==> src/rtl/display_pkg.sv <==
// Shared constants, the digit-select helper and the load FSM state type for
// the hex scan driver.
package display_pkg;

  localparam int DEFAULT_NUM_DIGITS = 4;
  localparam int DEFAULT_SCAN_DIV   = 50000;
  localparam int NIBBLE_W           = 4;
  localparam int MAX_DIGITS         = 8;

  // Two-state load tracker: IDLE when no value waits for commit, PENDING
  // while the shadow register holds a captured value not yet shown.
  typedef enum logic {
    IDLE    = 1'b0,
    PENDING = 1'b1
  } load_state_e;

  // One-hot select for a digit index. The result is MAX_DIGITS wide and
  // callers truncate it to their own digit count.
  function automatic logic [MAX_DIGITS-1:0] onehot(input logic [2:0] idx);
    logic [MAX_DIGITS-1:0] v;
    v      = '0;
    v[idx] = 1'b1;
    return v;
  endfunction

endpackage

==> src/rtl/scan_prescaler.sv <==
// Dwell counter for the digit scan: counts 0..SCAN_DIV-1 and emits a
// one-cycle advance pulse on the last count of each dwell period.
module scan_prescaler #(
  parameter int SCAN_DIV = 4
) (
  input  logic Clock,
  input  logic Reset,
  output logic advance
);

  localparam int TICK_W = (SCAN_DIV > 1) ? $clog2(SCAN_DIV) : 1;
  localparam logic [TICK_W-1:0] TICK_LAST = TICK_W'(SCAN_DIV - 1);

  logic [TICK_W-1:0] tick_q;
  logic [TICK_W-1:0] tick_d;

  // Next tick value: wrap to zero at the end of the dwell, otherwise count up.
  always_comb begin
    advance = (tick_q == TICK_LAST);
    tick_d  = advance ? '0 : tick_q + 1'b1;
  end

  // Tick register with synchronous reset.
  always_ff @(posedge Clock) begin
    if (Reset) begin
      tick_q <= '0;
    end else begin
      tick_q <= tick_d;
    end
  end

endmodule

==> src/rtl/hex_scan_driver.sv <==
// Time-multiplexed hex display driver. A load strobe captures a new
// NUM_DIGITS-nibble value into a shadow register; it is committed to the
// displayed (active) value only at a frame boundary so a frame never mixes
// old and new nibbles. A load landing on the boundary edge itself goes
// straight into the active register.
// Build option: define HEX_BLANK_EN to blank leading-zero digits (digit 0 is
// always shown).
module hex_scan_driver
  import display_pkg::*;
#(
  parameter int NUM_DIGITS = DEFAULT_NUM_DIGITS,
  parameter int SCAN_DIV   = DEFAULT_SCAN_DIV
) (
  input  logic                         Clock,
  input  logic                         Reset,
  input  logic [NIBBLE_W*NUM_DIGITS-1:0] value,
  input  logic                         load,
  output logic                         busy,
  output logic [NIBBLE_W-1:0]          digit,
  output logic [NUM_DIGITS-1:0]        digit_en,
  output logic                         frame_done
);

  localparam int IDX_W = (NUM_DIGITS > 1) ? $clog2(NUM_DIGITS) : 1;
  localparam logic [IDX_W-1:0] IDX_LAST = IDX_W'(NUM_DIGITS - 1);
  localparam int VAL_W = NIBBLE_W * NUM_DIGITS;

  logic              advance;
  logic              frame_wrap;

  logic [IDX_W-1:0]  idx_q, idx_d;
  logic              frame_done_q, frame_done_d;
  load_state_e       state_q, state_d;
  logic [VAL_W-1:0]  shadow_q, shadow_d;
  logic [VAL_W-1:0]  active_q, active_d;

  scan_prescaler #(
    .SCAN_DIV (SCAN_DIV)
  ) u_prescaler (
    .Clock   (Clock),
    .Reset   (Reset),
    .advance (advance)
  );

  // Digit index stepping; the wrap from the last digit back to zero is the frame boundary.
  always_comb begin
    frame_wrap   = advance && (idx_q == IDX_LAST);
    idx_d        = idx_q;
    if (advance) begin
      idx_d = (idx_q == IDX_LAST) ? '0 : idx_q + 1'b1;
    end
    frame_done_d = frame_wrap;
  end

  // Load FSM next state: capture into shadow, commit at the boundary, and let a
  // load on the boundary edge bypass the shadow entirely.
  always_comb begin
    state_d  = state_q;
    shadow_d = shadow_q;
    active_d = active_q;
    case (state_q)
      IDLE: begin
        if (load) begin
          if (frame_wrap) begin
            active_d = value;
          end else begin
            shadow_d = value;
            state_d  = PENDING;
          end
        end
      end
      PENDING: begin
        if (frame_wrap) begin
          active_d = load ? value : shadow_q;
          state_d  = IDLE;
        end else if (load) begin
          shadow_d = value;
        end
      end
    endcase
  end

  // All state registers, cleared together by the synchronous reset.
  always_ff @(posedge Clock) begin
    if (Reset) begin
      idx_q        <= '0;
      frame_done_q <= 1'b0;
      state_q      <= IDLE;
      shadow_q     <= '0;
      active_q     <= '0;
    end else begin
      idx_q        <= idx_d;
      frame_done_q <= frame_done_d;
      state_q      <= state_d;
      shadow_q     <= shadow_d;
      active_q     <= active_d;
    end
  end

  // Outputs decoded purely from registers: nibble mux, digit select and status.
  always_comb begin
    logic blank;
`ifdef HEX_BLANK_EN
    logic zeros_above;
`endif
    busy       = (state_q == PENDING);
    frame_done = frame_done_q;
    digit      = '0;
    for (int k = 0; k < NUM_DIGITS; k++) begin
      if (idx_q == IDX_W'(k)) begin
        digit = active_q[k*NIBBLE_W +: NIBBLE_W];
      end
    end
    blank = 1'b0;
`ifdef HEX_BLANK_EN
    zeros_above = 1'b1;
    for (int k = NUM_DIGITS - 1; k >= 1; k--) begin
      zeros_above = zeros_above && (active_q[k*NIBBLE_W +: NIBBLE_W] == '0);
      if ((idx_q == IDX_W'(k)) && zeros_above) begin
        blank = 1'b1;
      end
    end
`endif
    digit_en = blank ? '0 : NUM_DIGITS'(onehot(3'(idx_q)));
  end

endmodule

==> config.mk <==
export PLATFORM = sky130hd
export DESIGN_NAME = hex_scan_driver
export DESIGN_NICKNAME = d
export VERILOG_FILES = /design/src/rtl/display_pkg.sv /design/src/rtl/scan_prescaler.sv /design/src/rtl/hex_scan_driver.sv
export SDC_FILE = /design/constraint.sdc
export NUM_CORES = 1
export LEC_CHECK = 0
export CORE_UTILIZATION = 39
export CTS_CLUSTER_DIAMETER = 80
export CTS_CLUSTER_SIZE = 25
export DETAILED_ROUTE_END_ITERATION = 10
export GPL_TIMING_DRIVEN = 0
export SYNTH_ARGS = -nofsm -noshare
export SYNTH_HDL_FRONTEND = slang
export SYNTH_SLANG_ARGS = --single-unit
==> constraint.sdc <==
create_clock -name Clock -period 2.4 [get_ports Clock]
set_input_delay 0.48 -clock Clock [delete_from_list [all_inputs] [get_ports Clock]]
set_output_delay 0.48 -clock Clock [all_outputs]
set_load 0.02 [all_outputs]
==> impl_metrics.yaml <==
sta:
  fin_crit_sh_pct: 94.90
  slew_headroom_pct: 64.58
  grt_setup_unrepaired: "false"
  layout_setup_ws_ps: 122.3
  fin_setup_tns_ps: 0
  finClkSkew_ps: 8.609
  setup_viol: 0
  min_period_ps: 2278
  timing.fmax_ghz: 0.4390
  hold_viol_final: 0
  tightest_slew_ps: 531.2
  drv_slew: 0
hold_path:
  holdCritStartpoint: "u_prescaler.tick_q[0]"
  hold_path_class: "register to register"
cells_and_area:
  most-common-layout-cells: "dfxtp_1 (51), nor2_1 (37), mux2i_1 (34), a21oi_1 (25), clkdlybuf4s50_1 (23)"
  area_delta_synth_final_pct: 21.33
  drive_gt1_share_pct: 10.07
  n_fill_cell: 580
  antenna_cells: 0
  final_common_cell: "dfxtp_1"
  nets: 322
logic_synthesis:
  synth_cells: 258
  postSynthAreaPerCell_um2: 9.185
  synth_nets: 282
  synth.distinct_cells: 31
  ys_seq_area_share_pct: 43.93
  netlist_area_mm2: 0.002370
  yosys_warnings: 0
  synth_seq_cells: 52
place:
  dp_worst_setup_slack_ps: -312.7
  place_congestion: 0.7817
  io_buffer_count: 27
  dp_hpwl_um: 3515
clock_tree:
  root_buffer: "clkbuf_8"
  cts_hold_buf: 0
  cts_buffers: 5
  cts_tree: "built"
  clk_latency_ps: 300
  clkTransAtPathRegs_ps: 80
  cts_sinks: 52
  cts_buffer_depth: 2
  htreeDepth: 2
detailed_routing:
  antenna_left: 0
  vias: 1901
  firstDrtPassIters: 4
  drc: 0
  drtIter0Drc: 35
  detail_route.wl_per_cell_um: 12.96
  viasPerCell: 5.097
  wirelength_um: 4834
pwr:
  intPower_mw: 1.213
  switching_share_pct: 21.95
  p_switching_mw: 0.3413
  pwr-share-comb_pct: 8.6
  pwr-share-clk_pct: 33.7
  ir_drop_mv: 0.3492
  p_leak_nw: 1.154
  p_per_area_mw_per_mm2: 540.7
  p_seq_share_pct: 57.7
floorplanning:
  io_pins: 29
  die_h_um: 79.95
  die_area_mm2: 0.006392
  start_util_pct: 40.26
  core_region_area_mm2: 0.005886
  rows: 28
  die_x_um: 79.95
flow_run:
  drv_cap: 0
setup_path:
  worstSetupStartpointType: "register"
  cp_data_arrival_time_ps: 1800
  cp_max_fo: 9
  endpoint_kind: "primary output"
  required_ps: 1920
  startpoint: "idx_q[1]"
  crit_type: "register to primary output"
  reg2reg_from: "u_prescaler.tick_q[5]"
grt:
  antenna_found_initial: 0
  grt_pass1_vias: 1798
  grt_start_max_net_pins: 15
  overflow: 0
  grt_pass1_wl_um: 8252
  grt_use_total_pct: 16.65
status:
  status: "completed"
## kinds of logic after synthesis
logic type	count (synthesis)	share of synthesized area, %
buffers and inverters	23	4.276
adder cells (fa/ha/maj)	5	2.640
flip-flops	52	43.93
AO/OA/AOI/OAI	48	12.99
multiplexers	34	14.36
XOR/XNOR	13	4.805
AND/OR/NAND/NOR	83	17.00
## sequential cells by signal, summed over array words and instances (netlist names)
register            cells
u_prescaler.tick_q     16
active_q               16
busy                    1
idx_q                   2
shadow_q               16
frame_done              1
## timing repair
action | 4_1_cts | 5_1_grt
hold endpoints to repair | 0 | 0
setup buffers | 0 | 6
gates resized for setup | 21 | 5
pin swaps | 0 | 1
endpoints found under the setup margin | 16 | 22
## routing by layer
metal	track usage, %	up-vias	part of all wire, %	routed length (um)
met3	3.543	8	2.5	119
met1	20.22	876	46	2201
met4	5.000	0	0.99	48
met5	0	-	0	0
met2	29.23	28	51	2466
li1	-	989	-	-
## area by class of cell
class                           count  area [um2]  area share, %
Buffer                             19       87.58          3.046
Clock buffer                        7       96.34          3.351
Sequential cell                    52        1042          36.25
Multi-Input combinational cell    183        1245          43.30
Tap cell                           75       93.84          3.264
Inverter                            4       15.01         0.5222
Timing Repair Buffer               33       295.3          10.27
## synth_stat cells
cell type	instances	area, um2
nand3b_1	4	30.03
xor2_1	6	52.55
buf_6	1	11.26
and4_1	1	8.760
o41ai_4	1	27.53
nand4_1	7	43.79
and2_1	1	6.260
buf_1	1	3.750
nor2_1	37	138.9
or4b_4	1	13.76
a211oi_1	17	127.6
clkbuf_1	11	41.29
or3_1	1	6.260
nand2b_1	1	6.260
nand2_1	12	45.04
or2_1	1	6.260
or4_1	2	15.01
buf_2	6	30.03
dfxtp_1	52	1041
inv_1	4	15.01
mux2i_1	34	340.3
nand3_1	7	35.03
nor3_1	2	10.01
ha_1	5	62.56
nor2b_1	1	6.260
a21oi_1	25	125.1
and3_1	2	12.51
o21ai_0	4	20.02
nor4_1	3	18.77
xnor2_1	7	61.31
o31ai_1	1	7.510
## critical path, stage by stage (launching register included)
cell	delay, ps
dfxtp_1	380
inv_1	80
ha_2	230
nand3b_1	180
a21oi_1	180
a21oi_1	50
o21ai_0	200
buf_2	210
## power groups by stage
stage / sequential [mW] / combinational (mW) / clock [mW]
CTS: 0.897 / 0.129 / 0.543
floorplan: 0.915 / 0.0754 / 0
finish: 0.896 / 0.134 / 0.524
detailed placement: 0.916 / 0.128 / 0
global route: 0.900 / 0.149 / 0.579
global placement: 0.915 / 0.127 / 0
## worst paths after layout
| check | end | slack (ps) | depth (start not counted) |
|---|---|---|---|
| hold reg to reg | u_prescaler.tick_q[0] | 480 | 1 |
| setup / recovery | digit[3] | 120 | 7 |
| setup reg to reg | u_prescaler.tick_q[8] | 170 | 6 |
| hold / removal | u_prescaler.tick_q[0] | 480 | 1 |
## stage by stage
| stage | cells | power (mW) | cell area [um2] | hold WS, ps | utilization [%] |
|---|---|---|---|---|---|
| after global placement | 360 | 1.042 | 2734 | 441.6 | 46.45 |
| after global routing | 373 | 1.628 | 2875 | 512.3 | 48.85 |
| after detailed placement | 360 | 1.045 | 2734 | 452.3 | 46.45 |
| after CTS | 367 | 1.568 | 2833 | 479.5 | 48.13 |
| after floorplan | 258 | 0.9904 | 2370 | 425.6 | - |
| final | 373 | 1.555 | 2875 | 482.4 | 48.85 |
(Power assumes the default switching activity.)
